$ cat config.mk
export PLATFORM = sky130hd
export DESIGN_NAME = sprite_pixel_fetch
export DESIGN_NICKNAME = d
export VERILOG_FILES = /design/src/rtl/sprite_pixel_fetch.sv
export SDC_FILE = /design/constraint.sdc
export NUM_CORES = 1
export LEC_CHECK = 0
export BUFFER_PORTS_ARGS = -buffer_cell sky130_fd_sc_hd__buf_2
export CAP_MARGIN = 10
export CORE_MARGIN = 10
export CORE_UTILIZATION = 50
export CTS_BUF_LIST = sky130_fd_sc_hd__clkbuf_16
export DETAILED_ROUTE_END_ITERATION = 8
export GPL_TIMING_DRIVEN = 0
export PLACE_DENSITY = 0.83
export SLEW_MARGIN = 0
export SYNTH_ARGS = -nofsm -noshare
export SYNTH_HDL_FRONTEND = slang
export SYNTH_SLANG_ARGS = --single-unit
$ cat constraint.sdc
create_clock -name clk -period 7 [get_ports clk]
set_input_delay 1.4 -clock clk [delete_from_list [all_inputs] [get_ports clk]]
set_output_delay 1.4 -clock clk [all_outputs]
set_load 0.05 [all_outputs]
$ cat src/rtl/sprite_pixel_fetch.sv
// Sprite pixel fetch: resolves one palette pixel per request from a matched
// sprite descriptor, fetching the texel over a stb/ack memory handshake.
module sprite_pixel_fetch #(
    parameter int ADDR_W  = 16,
    parameter int PIX_W   = 8,
    parameter int TIMEOUT = 15
) (
    input  logic              clk,
    input  logic              reset,
    input  logic              in_valid,
    output logic              in_ready,
    input  logic              in_hit,
    input  logic [63:0]       in_sprite,
    input  logic [9:0]        hcursor,
    input  logic [9:0]        vcursor,
    output logic              mem_stb,
    output logic [ADDR_W-1:0] mem_addr,
    input  logic              mem_ack,
    input  logic [PIX_W-1:0]  mem_data,
    output logic              out_valid,
    input  logic              out_ready,
    output logic [PIX_W-1:0]  out_pixel,
    output logic              out_opaque,
    output logic [9:0]        out_hcursor,
    output logic              fetch_err
);

    localparam int CNT_W = $clog2(TIMEOUT + 1);

    typedef enum logic [1:0] {
        IDLE,
        CALC,
        REQ,
        OUT
    } state_t;

    state_t            state_q, state_d;
    logic [55:0]       spr_q, spr_d;
    logic              hit_q, hit_d;
    logic [9:0]        hcur_q, hcur_d;
    logic [9:0]        vcur_q, vcur_d;
    logic [ADDR_W-1:0] addr_q, addr_d;
    logic [CNT_W-1:0]  cnt_q, cnt_d;
    logic [PIX_W-1:0]  pix_q, pix_d;
    logic              opq_q, opq_d;
    logic              err_q, err_d;

    logic              unused_rsvd;
    assign unused_rsvd = ^in_sprite[63:56];

    logic [9:0]  hpos;
    logic [8:0]  vpos;
    logic [5:0]  wid;
    logic [5:0]  hgt;
    logic        en;
    logic [15:0] base;
    logic [7:0]  palofs;

    assign hpos   = spr_q[9:0];
    assign vpos   = spr_q[18:10];
    assign wid    = spr_q[24:19];
    assign hgt    = spr_q[30:25];
    assign en     = spr_q[31];
    assign base   = spr_q[47:32];
    assign palofs = spr_q[55:48];

    logic [9:0]        dx;
    logic [9:0]        dy;
    logic [10:0]       vbot;
    logic              vhit;
    logic [6:0]        span;
    logic [16:0]       prod;
    logic [ADDR_W-1:0] addr_calc;
    logic              fetch_go;
    logic              tmo;
    logic [PIX_W-1:0]  tint;

    // dx wraps when hcursor < HPOS, so a single compare rejects both sides
    assign dx        = hcur_q - hpos;
    assign dy        = vcur_q - {1'b0, vpos};
    assign vbot      = {2'b00, vpos} + {5'b00000, hgt};
    assign vhit      = ({1'b0, vcur_q} >= {2'b00, vpos}) &&
                       ({1'b0, vcur_q} <= vbot);
    assign span      = {1'b0, wid} + 7'd1;
    assign prod      = {7'd0, dy} * {10'd0, span};
    assign addr_calc = ADDR_W'(base) + ADDR_W'(prod) + ADDR_W'(dx);
    assign fetch_go  = hit_q && en && vhit && (dx <= {4'd0, wid});
    assign tmo       = (cnt_q == CNT_W'(TIMEOUT - 1));
    assign tint      = mem_data + PIX_W'(palofs);

    always_ff @(posedge clk) begin
        if (!reset) begin
            state_q <= IDLE;
            spr_q   <= '0;
            hit_q   <= 1'b0;
            hcur_q  <= '0;
            vcur_q  <= '0;
            addr_q  <= '0;
            cnt_q   <= '0;
            pix_q   <= '0;
            opq_q   <= 1'b0;
            err_q   <= 1'b0;
        end else begin
            state_q <= state_d;
            spr_q   <= spr_d;
            hit_q   <= hit_d;
            hcur_q  <= hcur_d;
            vcur_q  <= vcur_d;
            addr_q  <= addr_d;
            cnt_q   <= cnt_d;
            pix_q   <= pix_d;
            opq_q   <= opq_d;
            err_q   <= err_d;
        end
    end

    always_comb begin
        state_d = state_q;
        spr_d   = spr_q;
        hit_d   = hit_q;
        hcur_d  = hcur_q;
        vcur_d  = vcur_q;
        addr_d  = addr_q;
        cnt_d   = cnt_q;
        pix_d   = pix_q;
        opq_d   = opq_q;
        err_d   = err_q;
        unique case (state_q)
            IDLE: begin
                if (in_valid) begin
                    spr_d   = in_sprite[55:0];
                    hit_d   = in_hit;
                    hcur_d  = hcursor;
                    vcur_d  = vcursor;
                    state_d = CALC;
                end
            end
            CALC: begin
                if (fetch_go) begin
                    addr_d  = addr_calc;
                    cnt_d   = '0;
                    state_d = REQ;
                end else begin
                    pix_d   = '0;
                    opq_d   = 1'b0;
                    state_d = OUT;
                end
            end
            REQ: begin
                // ack wins over a timeout landing on the same cycle
                if (mem_ack) begin
                    if (mem_data == '0) begin
                        pix_d = '0;
                        opq_d = 1'b0;
                    end else begin
                        pix_d = tint;
                        opq_d = 1'b1;
                    end
                    state_d = OUT;
                end else if (tmo) begin
                    pix_d   = '0;
                    opq_d   = 1'b0;
                    err_d   = 1'b1;
                    state_d = OUT;
                end else begin
                    cnt_d = cnt_q + CNT_W'(1);
                end
            end
            OUT: begin
                if (out_ready) begin
                    state_d = IDLE;
                end
            end
            default: state_d = IDLE;
        endcase
    end

    assign in_ready    = (state_q == IDLE);
    assign mem_stb     = (state_q == REQ);
    assign mem_addr    = addr_q;
    assign out_valid   = (state_q == OUT);
    assign out_pixel   = pix_q;
    assign out_opaque  = opq_q;
    assign out_hcursor = hcur_q;
    assign fetch_err   = err_q;

endmodule

==> flow_metrics.env, run 1 <==
export IMPL_numCtsBuffers=9
export IMPL_port_buffers=128
export IMPL_ff2ff_path_depth=23
export IMPL_routed_wl_mm=24.2
export IMPL_crit_path_max_fanout=7
export IMPL_min_period_over_period_pct=97.1
export IMPL_areaGrowthSynthToFinish_pct=14.3
export IMPL_final_setup_skew_ps=9.20
export IMPL_critPathRequiredTime_ps=7240
export IMPL_clkTransAtPathRegs_ps=80
export IMPL_vias_per_cell=5.46
export IMPL_grt_pass1_vias=7941
export IMPL_drt_wirelength_per_cell_um=16.9
export IMPL_synth_async_reset_ratio_pct=0
export IMPL_ys_seq_area_share_pct=25.1
export IMPL_grt_antenna_before_repair=0
export IMPL_synth_top_cell_by_area="dfxtp_1"
export IMPL_hp_class="reg2reg"
export IMPL_cap_violations=0
export IMPL_fin_nets=1452
export IMPL_clock_latency_ps=360
export IMPL_syn_avg_cell_area_um2=8.16
export IMPL_ant_nets=0
export IMPL_layout_drive_gt1_share_pct=14.6
export IMPL_tightest_slew_ps=929
export IMPL_slowest_delay_ps=630
export IMPL_cts_sinks=109
export IMPL_holdPathEnd="mem_addr[11]"
export IMPL_hold_depth=2
export IMPL_drc=0
export IMPL_vias=7823
export IMPL_slew_headroom_pct=37.6
export IMPL_die_w_um=152
export IMPL_ys_top_cells_by_area="dfxtp_1 (25%), fa_1 (16%), ha_1 (12%), nand2_1 (8.7%), a21oi_1 (6.5%)"
export IMPL_r2r_end="mem_addr[14]"
export IMPL_rows=48
export IMPL_criticalPathCategory="reg2reg"
export IMPL_maxSlewViolCount=0
export IMPL_dr_pass1_iters=5
export IMPL_synth_area_um2=8680
export IMPL_syn_inst=1064
export IMPL_cts_tree="built"
export IMPL_dp_hpwl_mm=19.7
export IMPL_synth_commonest_cells="nand2_1 (202), inv_1 (117), a21oi_1 (113)"
export IMPL_start_util_pct=50.5
export IMPL_worstPathCellList="ha_1 > inv_1 > fa_1 > a21o_1 > a21oi_1 > xor2_1 > or2_2 > fa_1 > fa_1 > inv_1 > fa_1 > inv_1 > fa_1 > inv_1 > ha_1 > nand2_1 > o21ai_0 > o41a_1 > a2111o_1 > a21o_1 > a21oi_1 > xor2_1 > o22ai_1"
export IMPL_fmax_mhz=147
export IMPL_rsz0062_at_grt="yes"
export IMPL_r2r_start="spr_q[10]"
export IMPL_grt_pass1_wl_mm=39.2
export IMPL_fin_crit_ps=6800
export IMPL_synth_seq_cells=109
export IMPL_drt_iter0_markers=597
export IMPL_io_pins=137
export IMPL_synth_top_area_share_pct=25.1
export IMPL_grt_ovfl_total=0
export IMPL_dieArea_um2=23000
export IMPL_clockRootBuffer="clkbuf_16"
export IMPL_min_from="mem_addr[11]"
export IMPL_tns_ps=0
export IMPL_synthFlopType="dfxtp_1"
export IMPL_cpMostUsedCell="fa_1"
export IMPL_cp_arrival_ps=7040
export IMPL_yosysWarnings=0
export IMPL_synth_edf_count=0
export IMPL_reg2reg_slack_ps=200
export IMPL_finalWeightedCongestion=0.947
export IMPL_core_area_um2=17200
export IMPL_gr_usage_all_layers_pct=21.3
export IMPL_yosysUniqueCellTypes=63
export IMPL_critPathLaunchType="flip-flop"
export IMPL_outcome="completed"
export IMPL_fin_util_pct=57.7
export IMPL_synthesis_nets=1313
export IMPL_cts_htree_levels=3
export IMPL_synth_most_common_cell="nand2_1"
export IMPL_fp_dieH_um=152
export IMPL_end_kind="flip-flop"
export IMPL_slowest_stage="xor2_1"
export IMPL_finalSetupViolations=0
export IMPL_clock_path_buffers=2
export IMPL_hold_viol=0
export IMPL_grt_max_degree=21
export IMPL_num_antenna_cells=0
final cells by class:
class,instances,area [µm²]
clock inverters,7,65.1
inverters,117,439
plain buffers,38,156
well taps,225,282
multi-input cells,800,5930
clock buffers,9,225
repair buffers,128,641
fillers,1546,7260
flip-flops and latches,109,2180
cell families (layout without fill, tap and decap cells):
kind of cell               count (synthesis)  after routing  share of synthesized area, %
muxes                                      8              8                         0.923
DFF                                      109            109                          25.1
buffers and inverters                    155            299                          6.86
adders and majority gates                151            151                          27.7
AOI/OAI and AO/OA                        216            216                          15.6
xor gates and xnor gates                  42             42                          4.33
and+or+nand+nor                          383            383                          19.4
what timing repair did:
item / CTS / global route
setup buffers: 0 / 0
hold buffers: 0 / 0
endpoints found under the hold margin: 0 / 0
setup endpoints to repair: 0 / 2
resized for setup: 0 / 4
cell usage in the layout (no fill, tap or decap), types with 9 or more instances in the layout:
cell and instances:
or2_2 9, dfxtp_1 109, xnor2_1 29, nor3_1 11
nand3_1 13, fa_1 68, buf_2 133, inv_1 117
ha_1 83, nand2_1 202, clkbuf_16 9, nor2b_1 12
clkbuf_1 25, xor2_1 11, nor2_1 85, o21a_1 10
o21ai_0 18, a21oi_1 113, nand2b_1 11, a21o_1 18
how the worst max path moves through the flow:
stage	startpoint	to	cells after the start
finish	spr_q[10]	mem_addr[14]	23
global route	spr_q[13]	mem_addr[14]	23
CTS	spr_q[11]	mem_addr[15]	24
detailed placement	spr_q[11]	mem_addr[15]	24
global placement	spr_q[10]	mem_addr[15]	24
floorplan	out_hcursor[0]	mem_addr[15]	23
metal layers:
metal / wire [µm] / global-route usage, %
met1: 10500 / 26.9
met3: 1460 / 3.98
met5: 0 / 0
met4: 597 / 6.67
met2: 11700 / 36.0
registers in the layout (all words and copies together), names as in the netlist:
name         count
cnt_q            4
fetch_err        1
hit_q            1
mem_addr        16
out_hcursor     10
out_opaque       1
out_pixel        8
spr_q           56
state_q          2
vcur_q          10
through the flow:
stage	hold WS (ps)	std cells	worst slack, ps	instance area [µm²]
floorplan	436	1064	860	8680
global placement	440	1417	444	9600
detailed placement	440	1417	362	9600
CTS	451	1433	272	9890
global route	474	1433	-48.4	9920
finish	450	1433	201	9920
worst max-delay path: cells and delay by family, from the launching register on:
kind,cells,cell delay (ps)
compound gates,8,1820
xor+xnor,2,860
fa+ha+maj,7,2990
buf+inv,4,250
flops,1,430
simple gates,2,330
Power of run 1 is not shown: default switching activity piles up to over one toggle a cycle in this logic, so the estimate is an artifact.
==> run 2, diff against run 1 <==
--- a/config.mk
+++ b/config.mk
@@ -13,6 +13,7 @@
 export DETAILED_ROUTE_END_ITERATION = 8
 export GPL_TIMING_DRIVEN = 0
 export PLACE_DENSITY = 0.83
+export RECOVER_POWER = 50
 export SLEW_MARGIN = 0
 export SYNTH_ARGS = -nofsm -noshare
 export SYNTH_HDL_FRONTEND = slang
==> flow_metrics.env, run 2 (synthesis results as in run 1) <==
export IMPL_outcome="completed"
export IMPL_post_route_worst_setup_slack_ps=207
export IMPL_fp_dieH_um=152
export IMPL_tightest_slew_ps=990
export IMPL_end_kind="flip-flop"
export IMPL_cap_violations=0
export IMPL_r2r_start="spr_q[10]"
export IMPL_dp_slack_ps=362
export IMPL_final_setup_skew_ps=8.56
export IMPL_slew_headroom_pct=33.5
export IMPL_clock_path_buffers=2
export IMPL_critPathLaunchType="flip-flop"
export IMPL_areaGrowthSynthToFinish_pct=13.7
export IMPL_fmax_mhz=147
export IMPL_largest_reg_flops=56
export IMPL_clockRootBuffer="clkbuf_16"
export IMPL_r2r_end="mem_addr[14]"
export IMPL_dp_hpwl_mm=19.7
export IMPL_min_from="mem_addr[11]"
export IMPL_crit_family="adder cells"
export IMPL_grt_pass1_vias=7941
export IMPL_drt_iter0_markers=550
export IMPL_slowest_delay_ps=630
export IMPL_clkTransAtPathRegs_ps=80
export IMPL_postLayoutCellArea_um2=9870
export IMPL_hp_class="reg2reg"
export IMPL_path_buf_inv=4
export IMPL_hold_depth=2
export IMPL_core_area_um2=17200
export IMPL_critPathRequiredTime_ps=7240
export IMPL_layout_drive_gt1_share_pct=11.4
export IMPL_criticalPathCategory="reg2reg"
export IMPL_largest_register="spr_q"
export IMPL_fin_util_pct=57.5
export IMPL_cts_sinks=109
export IMPL_gr_usage_all_layers_pct=21.3
export IMPL_grt_max_degree=21
export IMPL_vias_per_cell=5.47
export IMPL_rsz0062_at_grt="yes"
export IMPL_cts_tree="built"
export IMPL_maxSlewViolCount=0
export IMPL_port_buffers=128
export IMPL_grt_antenna_before_repair=0
export IMPL_reg2reg_slack_ps=210
export IMPL_fin_nets=1452
export IMPL_hold_viol=0
export IMPL_dieArea_um2=23000
export IMPL_cts_htree_levels=3
export IMPL_clock_latency_ps=360
export IMPL_drt_wirelength_per_cell_um=17.0
export IMPL_fin_crit_ps=6790
export IMPL_crit_path_max_fanout=7
export IMPL_num_antenna_cells=0
export IMPL_finalNonFillerCells=1433
export IMPL_cp_arrival_ps=7030
export IMPL_final_cell_mix="nand2_1 (202), inv_1 (117), a21oi_1 (113), dfxtp_1 (109), buf_2 (95)"
export IMPL_dr_pass1_iters=5
export IMPL_drc=0
export IMPL_start_util_pct=50.5
export IMPL_grt_pass1_wl_mm=39.2
export IMPL_cpMostUsedCell="fa_1"
export IMPL_placed_cell_area_um2=9600
export IMPL_dpl_cell_count=1417
export IMPL_die_w_um=152
export IMPL_finalSetupViolations=0
export IMPL_vias=7844
export IMPL_ant_nets=0
export IMPL_io_pins=137
export IMPL_slowest_stage="xor2_1"
export IMPL_routed_wl_mm=24.3
export IMPL_ff2ff_path_depth=23
export IMPL_numCtsBuffers=9
export IMPL_grt_ovfl_total=0
export IMPL_min_period_over_period_pct=97.0
export IMPL_holdPathEnd="mem_addr[11]"
export IMPL_rows=48
export IMPL_finalWeightedCongestion=0.947
export IMPL_layout_commonest_cell="nand2_1"
export IMPL_worstPathCellList="ha_1 > inv_1 > fa_1 > a21o_1 > a21oi_1 > xor2_1 > or2_2 > fa_1 > fa_1 > inv_1 > fa_1 > inv_1 > fa_1 > inv_1 > ha_1 > nand2_1 > o21ai_0 > o41a_1 > a2111o_1 > a21o_1 > a21oi_1 > xor2_1 > o22ai_1"
==> run 2: cell count changes in the layout (fill, tap and decap cells not counted), sizes merged <==
| cell | delta |
|---|---|
| clkbuf | +39 |
| buf | -39 |
==> run 2: area by class of cell <==
type	instances	area, µm²
Clock buffer	9	225
Sequential cell	109	2180
Fill cell	1576	7310
Timing Repair Buffer	128	593
Multi-Input combinational cell	800	5930
Buffer	38	156
Clock inverter	7	65.1
Tap cell	225	282
Inverter	117	439
==> run 2: what timing repair did <==
item                                    4_1_cts  5_1_grt
buffers inserted                              0        0
gates resized for setup                       0        4
endpoints found under the setup margin        0        2
hold buffers                                  0        0
==> run 2: worst register-to-register path: stages (launching register included) <==
cell	delay, ps
dfxtp_1	430
ha_1	170
inv_1	60
fa_1	430
a21o_1	210
a21oi_1	180
xor2_1	630
or2_2	250
fa_1	440
fa_1	520
inv_1	70
fa_1	540
inv_1	70
fa_1	540
inv_1	50
ha_1	350
nand2_1	90
o21ai_0	160
o41a_1	400
a2111o_1	410
a21o_1	190
a21oi_1	170
xor2_1	230
o22ai_1	90
==> run 2: routing by layer <==
metal,vias to the layer above,global-route usage (%),wire (µm)
met5,-,0,0
met4,0,6.67,616
met3,40,3.98,1520
met2,266,36.0,11700
met1,3751,26.9,10500
li1,3787,-,-
==> run 2: how the worst max path moves through the flow <==
stage / start / to / slack, ps / cells past startpoint
after detailed placement: spr_q[11] / mem_addr[15] / 360 / 24
after global placement: spr_q[10] / mem_addr[15] / 440 / 24
after floorplan: out_hcursor[0] / mem_addr[15] / 860 / 23
after global routing: spr_q[13] / mem_addr[14] / -50 / 23
final: spr_q[10] / mem_addr[14] / 210 / 23
after CTS: spr_q[11] / mem_addr[15] / 270 / 24
==> run 2: stage by stage <==
stage | TNS, ps | hold slack, ps
final | 0 | 453
after global routing | -58.5 | 477
after CTS | 0 | 451
after detailed placement | 0 | 440
after global placement | 0 | 440
after floorplan | 0 | 436
Power of run 2 is left out for the same reason.
